[src/rtl/stage_mem_wb_reg.sv]
// MEM/WB pipeline register: aligns and extends DMEM load data, flags faulting loads,
// and registers the EX/MEM results for the writeback stage.
module stage_mem_wb_reg #(
    parameter int REG_WIDTH = 32,
    parameter int RD_WIDTH  = 5
) (
    input  logic                 clk,
    input  logic                 reset_n,
    input  logic                 stall,
    input  logic                 flush,
    input  logic                 EX_MEM_valid,
    input  logic [REG_WIDTH-1:0] EX_MEM_alu_out,
    input  logic                 EX_MEM_reg_wb_sel,
    input  logic                 EX_MEM_reg_wen,
    input  logic [RD_WIDTH-1:0]  EX_MEM_rd,
    input  logic                 EX_MEM_mem_read,
    input  logic [2:0]           EX_MEM_funct3,
    input  logic [REG_WIDTH-1:0] dmem_rdata,
    output logic                 MEM_WB_valid,
    output logic                 MEM_WB_reg_wb_sel,
    output logic [REG_WIDTH-1:0] MEM_WB_alu_out,
    output logic [REG_WIDTH-1:0] MEM_WB_data_out,
    output logic                 MEM_WB_reg_wen,
    output logic [RD_WIDTH-1:0]  MEM_WB_rd,
    output logic                 MEM_WB_load_fault
);

    typedef enum logic [2:0] {
        F3_LB  = 3'b000,
        F3_LH  = 3'b001,
        F3_LW  = 3'b010,
        F3_LBU = 3'b100,
        F3_LHU = 3'b101
    } load_kind_e;

    logic [1:0]           byte_addr;
    logic [7:0]           load_byte;
    logic [15:0]          load_half;
    logic [REG_WIDTH-1:0] ext_data;
    logic                 illegal_f3;
    logic                 misaligned;
    logic                 is_load;
    logic                 load_fault;
    logic [REG_WIDTH-1:0] next_data;
    logic                 next_wen;

    assign byte_addr = EX_MEM_alu_out[1:0];

    always_comb begin
        load_byte  = 8'h00;
        load_half  = 16'h0000;
        ext_data   = '0;
        illegal_f3 = 1'b0;
        misaligned = 1'b0;

        case (byte_addr)
            2'd0:    load_byte = dmem_rdata[7:0];
            2'd1:    load_byte = dmem_rdata[15:8];
            2'd2:    load_byte = dmem_rdata[23:16];
            default: load_byte = dmem_rdata[31:24];
        endcase
        load_half = byte_addr[1] ? dmem_rdata[31:16] : dmem_rdata[15:0];

        case (EX_MEM_funct3)
            F3_LB:  ext_data = {{(REG_WIDTH-8){load_byte[7]}}, load_byte};
            F3_LBU: ext_data = {{(REG_WIDTH-8){1'b0}}, load_byte};
            F3_LH: begin
                ext_data   = {{(REG_WIDTH-16){load_half[15]}}, load_half};
                misaligned = byte_addr[0];
            end
            F3_LHU: begin
                ext_data   = {{(REG_WIDTH-16){1'b0}}, load_half};
                misaligned = byte_addr[0];
            end
            F3_LW: begin
                ext_data   = dmem_rdata;
                misaligned = (byte_addr != 2'b00);
            end
            default: illegal_f3 = 1'b1;
        endcase

        // Faulting or non-load instructions never carry load data forward
        is_load    = EX_MEM_valid & EX_MEM_mem_read;
        load_fault = is_load & (illegal_f3 | misaligned);
        next_data  = (is_load && !load_fault) ? ext_data : '0;
        next_wen   = EX_MEM_valid & EX_MEM_reg_wen & (EX_MEM_rd != '0) & ~load_fault;
    end

    always_ff @(posedge clk or negedge reset_n) begin
        if (!reset_n) begin
            MEM_WB_valid      <= 1'b0;
            MEM_WB_reg_wb_sel <= 1'b0;
            MEM_WB_alu_out    <= '0;
            MEM_WB_data_out   <= '0;
            MEM_WB_reg_wen    <= 1'b0;
            MEM_WB_rd         <= '0;
            MEM_WB_load_fault <= 1'b0;
        end else if (flush || (!stall && !EX_MEM_valid)) begin
            // Flushes and invalid slots both become an all-zero bubble
            MEM_WB_valid      <= 1'b0;
            MEM_WB_reg_wb_sel <= 1'b0;
            MEM_WB_alu_out    <= '0;
            MEM_WB_data_out   <= '0;
            MEM_WB_reg_wen    <= 1'b0;
            MEM_WB_rd         <= '0;
            MEM_WB_load_fault <= 1'b0;
        end else if (!stall) begin
            MEM_WB_valid      <= 1'b1;
            MEM_WB_reg_wb_sel <= EX_MEM_reg_wb_sel;
            MEM_WB_alu_out    <= EX_MEM_alu_out;
            MEM_WB_data_out   <= next_data;
            MEM_WB_reg_wen    <= next_wen;
            MEM_WB_rd         <= EX_MEM_rd;
            MEM_WB_load_fault <= load_fault;
        end
    end

endmodule

[config.mk]
export PLATFORM = sky130hd
export DESIGN_NAME = stage_mem_wb_reg
export DESIGN_NICKNAME = d
export VERILOG_FILES = /design/src/rtl/stage_mem_wb_reg.sv
export SDC_FILE = /design/constraint.sdc
export NUM_CORES = 1
export LEC_CHECK = 0
export CORE_MARGIN = 2
export CORE_UTILIZATION = 46
export CTS_BUF_LIST = sky130_fd_sc_hd__clkbuf_8
export DETAILED_ROUTE_END_ITERATION = 10
export PLACE_DENSITY = 0.95
export SYNTH_ARGS = -nofsm -noshare
export SYNTH_HDL_FRONTEND = slang
export SYNTH_SLANG_ARGS = --single-unit
[constraint.sdc]
create_clock -name clk -period 1.6 [get_ports clk]
set_input_delay 0.32 -clock clk [delete_from_list [all_inputs] [get_ports clk]]
set_output_delay 0.32 -clock clk [all_outputs]
set_load 0.02 [all_outputs]
---- After elaboration in Yosys (flattened, before gate mapping) ----
Cells that the tools add are included.
Widths: inputs -> output; s select.
word-level totals
  register bits ........................... 73
  input bits .............................. 80
  output and inout port bits .............. 73
  logic and storage cells ................. 53
operators by class
  equality and inequality tests ........... 7
  mux-type cells .......................... 20
  bitwise logic cells ..................... 7
  reduce and logical (&&, ||, !) cells .... 12
operators with widths
  cell                number
  $mux 32             5
  $pmux 32 s5         1
  $pmux 8 s3          1
  $mux 16             1
  $mux 5              2
  $mux 1              9
  $eq 3x3->1 const B  2
  $and 1x1->1         5
  $reduce_bool 5->1   1
  $reduce_or 5->1     1
  $eq 3x1->1 const B  1
  $eq 3x2->1 const B  1
  $logic_not 1->1     3
  $logic_not 3->1     1
  $eq 2x1->1 const B  1
  $eq 2x2->1 const B  1
  $logic_and 1x1->1   2
  $logic_not 2->1     1
  $ne 2x1->1 const B  1
  $pmux 1 s2          1
  $reduce_bool 2->1   1
  $reduce_or 2->1     1
  $logic_or 1x1->1    1
  $not 1->1           1
  $or 1x1->1          1

---- Longest topological paths before layout ----
  depth in word-level cells ............... 10
  gate-level depth with buffers ........... 7

---- Least setup slack after synthesis ----
Ideal clock, no wire load.
  kind .................................... input to register
  start ................................... in EX_MEM_alu_out[1]
  end ..................................... reg MEM_WB_data_out[11]
  setup time .............................. 0.131 ns
  arrival time ............................ 1.519 ns
  data required time ...................... 1.469 ns
  path slack .............................. -0.050 ns
  cell stages on the path ................. 6
  path buffers ............................ 2
  cells stage by stage .................... buf_6 > mux4_2 > and3b_1 > buf_6 > a221oi_1 > o21ai_1
on the way
  cells in the longest elaborated chain, start to end .. 9
ends and longest elaborated chain
  what                    RTL line  source
  start: declaration      12        input logic [REG_WIDTH-1:0] EX_MEM_alu_out,
  $reduce_bool 2->1       77        misaligned = (byte_addr != 2'b00);
  $pmux 1 s2              64        case (EX_MEM_funct3)
  $or 1x1->1              84        load_fault = is_load & (illegal_f3 | misaligned);
  $and 1x1->1             84
  $logic_not 1->1         85        next_data = (is_load && !load_fault) ? ext_data : '0;
  $logic_and 1x1->1       85
  $mux 32 (*)             85
  $mux 32 (*)             107       end else if (!stall) begin
  $mux 32 (*)             98        end else if (flush || (!stall && !EX_MEM_valid)) begin
  end signal: assignment  111       MEM_WB_data_out <= next_data;
  end: declaration        22        output logic [REG_WIDTH-1:0] MEM_WB_data_out,
Mark *: on every way between the ends. The rest lies on a longest branch, timed or not. The select of a mux whose other input is x is not followed.
A chain may end at the register's enable or synchronous reset.

---- Final worst setup path ----
  start ................................... in EX_MEM_valid
  end ..................................... reg MEM_WB_data_out[21]
on the way
  cells in the longest elaborated chain, start to end .. 7
ends and longest elaborated chain
  what                RTL line  source
  start: declaration  11        input logic EX_MEM_valid,
  $and 1x1->1         83        is_load = EX_MEM_valid & EX_MEM_mem_read;
  $and 1x1->1         84
  $logic_not 1->1     85
  $logic_and 1x1->1   85
  $mux 32             85
  $mux 32             107
  $mux 32             98
Several ways; a longest one is shown, not always the timed one. The select of a mux whose other input is x is not followed.

==> summary.md <==
| Metric | Value |
|---|---|
| DR vias/cell | 5.87 |
| Mapped Cells | 263 |
| Post-Syn Nets | about 340 |
| ANT cells | 0 |
| Status | finished, final reports clean |
| Vias in the first global route | between 3000 and 4000 |
| First-pass GRT wire length | 17000 µm |
| Pwr per Cell Area | ~800 mW/mm² |
| Mean post-synth cell area | 12.3 µm² |
| P_leak | roughly 2.7 nW |
| # rows | 30 |
| Sequential share of the synthesized area | around 57% |
| Worst Path Required | approximately 1.9 ns |
| Initial DRC count | 267 |
| Final Max Tran Viols | 0 |
| Avg WL per Cell | around 21 µm |
| Final Cycle Share | between 90% and 100% |
| Pwr Total | between 4 and 5 mW |
| Clock sink count | 73 |
| Type of the worst min-delay path | in -> reg |
| Layout cells sized above 1 | about 17% |
| Max VDD drop | between 500 and 600 µV |
| Placer Congestion | approximately 0.9 |
| Unrepaired setup endpoints after global routing | true |
| CTS Buffer Depth | 2 |
| Synth Area in Adders | 0% |
| H-tree depth | 3 |
| Post-route ant nets | 0 |
| Largest net degree at the start of global routing | 74 |
| Final hold slack | roughly 0.44 ns |
| Hold path startpoint | EX_MEM_alu_out[1] |
| Post-synthesis compound-gate area fraction | ~26% |
| CTS buffer count | 9 |
| Setup TNS | 0 ns |
| Clk_lat worst skew | around 0.34 ns |
| Max-cap violations | 0 |
| Routed wire length | 11500 µm |
| Core area | 0.00679 mm² |
| Mapped Area | 0.00323 mm² |
| Antenna violations before repair | 0 |
| Aggregate global routing overflow | 0 |
| Nets@finish | 518 |
| Die Wd | about 88 µm |
| Leading area contributor after synthesis | dfrtp_1 |
| Commonest cells after routing, fill and taps aside | dlygate4sd2_1 (81), dfrtp_1 (73), clkdlybuf4s50_1 (69), a22o_1 (38), buf_4 (30) |
| Reg-to-reg startpoint | MEM_WB_data_out[20] |
| CTS tree | yes |
| DR vias | between 3000 and 4000 |
| DR DRC count | 0 |
| Synth warnings | 0 |
| Setup crit end kind | flop |
| Post-synth top area share | a little under three fifths |
| Post-DP HPWL | just under 8000 µm |
| Tmin final | around 1.6 ns |
| Simple-Gate Fraction of Synth Area | under 10% |
| Area growth, synth to finish | 62.3% |
| IO Port Bufs | about 150 |
| Top FF cell, synth | dfrtp_1 |
| Die area | 0.00770 mm² |
| CP Class | in -> reg |
| Critical path launch point type | input pin |
| Initial Utilization | a little under half |
| Slew @ Worst Pin | 0.379 ns |
| Area after DPL | between 0.005 and 0.006 mm² |
| Die H | between 80 and 90 µm |
| # IOs | approximately 150 |
| Total GRT Usage | 29.4% |
| Library cells used by synthesis | 35 |
| Post-route cell area | between 0.005 and 0.006 mm² |
| CP Max Fanout | 16 |
| Worst endpoint data arrival time | roughly 1.9 ns |
| Root Buffer | clkbuf_8 |
| EDFF count, synth | 0 |
| #FFs+latches synth | between 70 and 80 |
| Worst Setup SP | EX_MEM_valid |
| Fin Clk Skew | 0 ns |
| Ys async rst share | 100% |
| Max_slew headroom | around three quarters |
| Mux cell area share after synthesis | under 10% |
| Largest family of logic cells by synthesized area | compound AO/OA/AOI/OAI gates |
| Synth area leaders | dfrtp_1 (57%), a22o_1 (10%), mux2i_1 (5.6%) |
| Synth Area in XOR/XNOR | 0% |
| Commonest non-fill, non-tap cell in the layout | dlygate4sd2_1 |
| Clock-pin slew on the worst setup and hold paths | ~0.070 ns |
| Max Freq | 625 MHz |
| Final setup violation count | 0 |
| First-pass detailed-route iteration total | 5 |
| Final Hold Fails | 0 |
-- per-stage QoR --
stage               util [%]  cells  worst slack [ns]
finish                  77.1    539          0.000262
global route            77.1    539           -0.0314
CTS                     76.7    537          -0.00889
detailed placement      74.3    520            -0.658
global placement        74.3    520            -0.589
floorplan                  -    263           -0.0348
-- timing repair --
action	CTS	global route
pin swaps	1	1
setup buffers	0	2
setup endpoints to repair	106	21
cloned	0	0
resized for setup	99	3
endpoints found under the hold margin	45	0
hold buffers	1	0
-- logic make-up after synthesis --
| kind of cell | Yosys count |
|---|---|
| AOI/OAI and AO/OA | 99 |
| DFF | 73 |
| and+or+nand+nor | 45 |
| buffers and inverters | 27 |
| muxes | 19 |
-- Yosys cell counts, types with 2 or more instances --
cell type,n
a22o_1,38
mux2i_1,18
buf_2,3
o2bb2ai_1,7
nand2_1,20
nor2_1,12
buf_6,4
o21ai_1,8
clkbuf_1,15
a221o_1,16
o21ai_0,10
a221oi_2,2
a221oi_1,6
dfrtp_1,73
a211oi_1,7
or3b_2,2
and3b_1,2
buf_4,2
inv_1,2
-- routing by layer --
metal | vias to the layer above | share of wire [%] | GRT usage (%)
li1 | 1363 | - | -
met1 | 1555 | 38 | 38.9
met2 | 199 | 49 | 45.5
met3 | 48 | 7.7 | 6.31
met4 | 0 | 4.9 | 15.9
met5 | - | 0 | 0
-- worst max-delay path, stage by stage --
cell             delay (ns)
clkdlybuf4s50_1        0.51
nor3b_4                0.31
nand2_1                0.12
and4b_2                0.33
buf_12                 0.15
a221o_1                0.12
-- cell type report --
class	count	area, µm²
clock buffer	9	124
clock inverter	7	70.1
fill	428	1560
inverter	2	7.51
multi-input combinational	163	1330
sequential	73	1830
tap	96	120
timing repair buffer	189	1760
-- power by group --
| group | internal, mW | total [mW] | switching [mW] | leakage [nW] |
|---|---|---|---|---|
| Combinational | 0.372 | 0.731 | 0.359 | 1.57 |
| Sequential | 1.89 | 1.91 | 0.0255 | 1.01 |
| Clock | 0.717 | 1.45 | 0.731 | 0.0931 |
| Total | 2.98 | 4.09 | 1.12 | 2.67 |
-- state kept, by name, indices dropped and copies added (netlist names) --
register	count
MEM_WB_alu_out	32
MEM_WB_reg_wb_sel	1
MEM_WB_valid	1
MEM_WB_reg_wen	1
MEM_WB_data_out	32
MEM_WB_load_fault	1
MEM_WB_rd	5
-- path summary, 6_finish.rpt --
kind                                             to  slack [ns]  depth (start not counted)
worst max-delay path            MEM_WB_data_out[21]      0.0003                          6
worst min-delay path              MEM_WB_alu_out[1]        0.44                          3
worst max register to register  MEM_WB_data_out[20]        0.74                          1
worst min register to register   MEM_WB_data_out[7]        0.48                          2
max in group asynchronous        MEM_WB_data_out[8]        0.76                          3
min in group asynchronous        MEM_WB_alu_out[21]        0.53                          3
No activity file was read; power rests on OpenSTA's default activity.
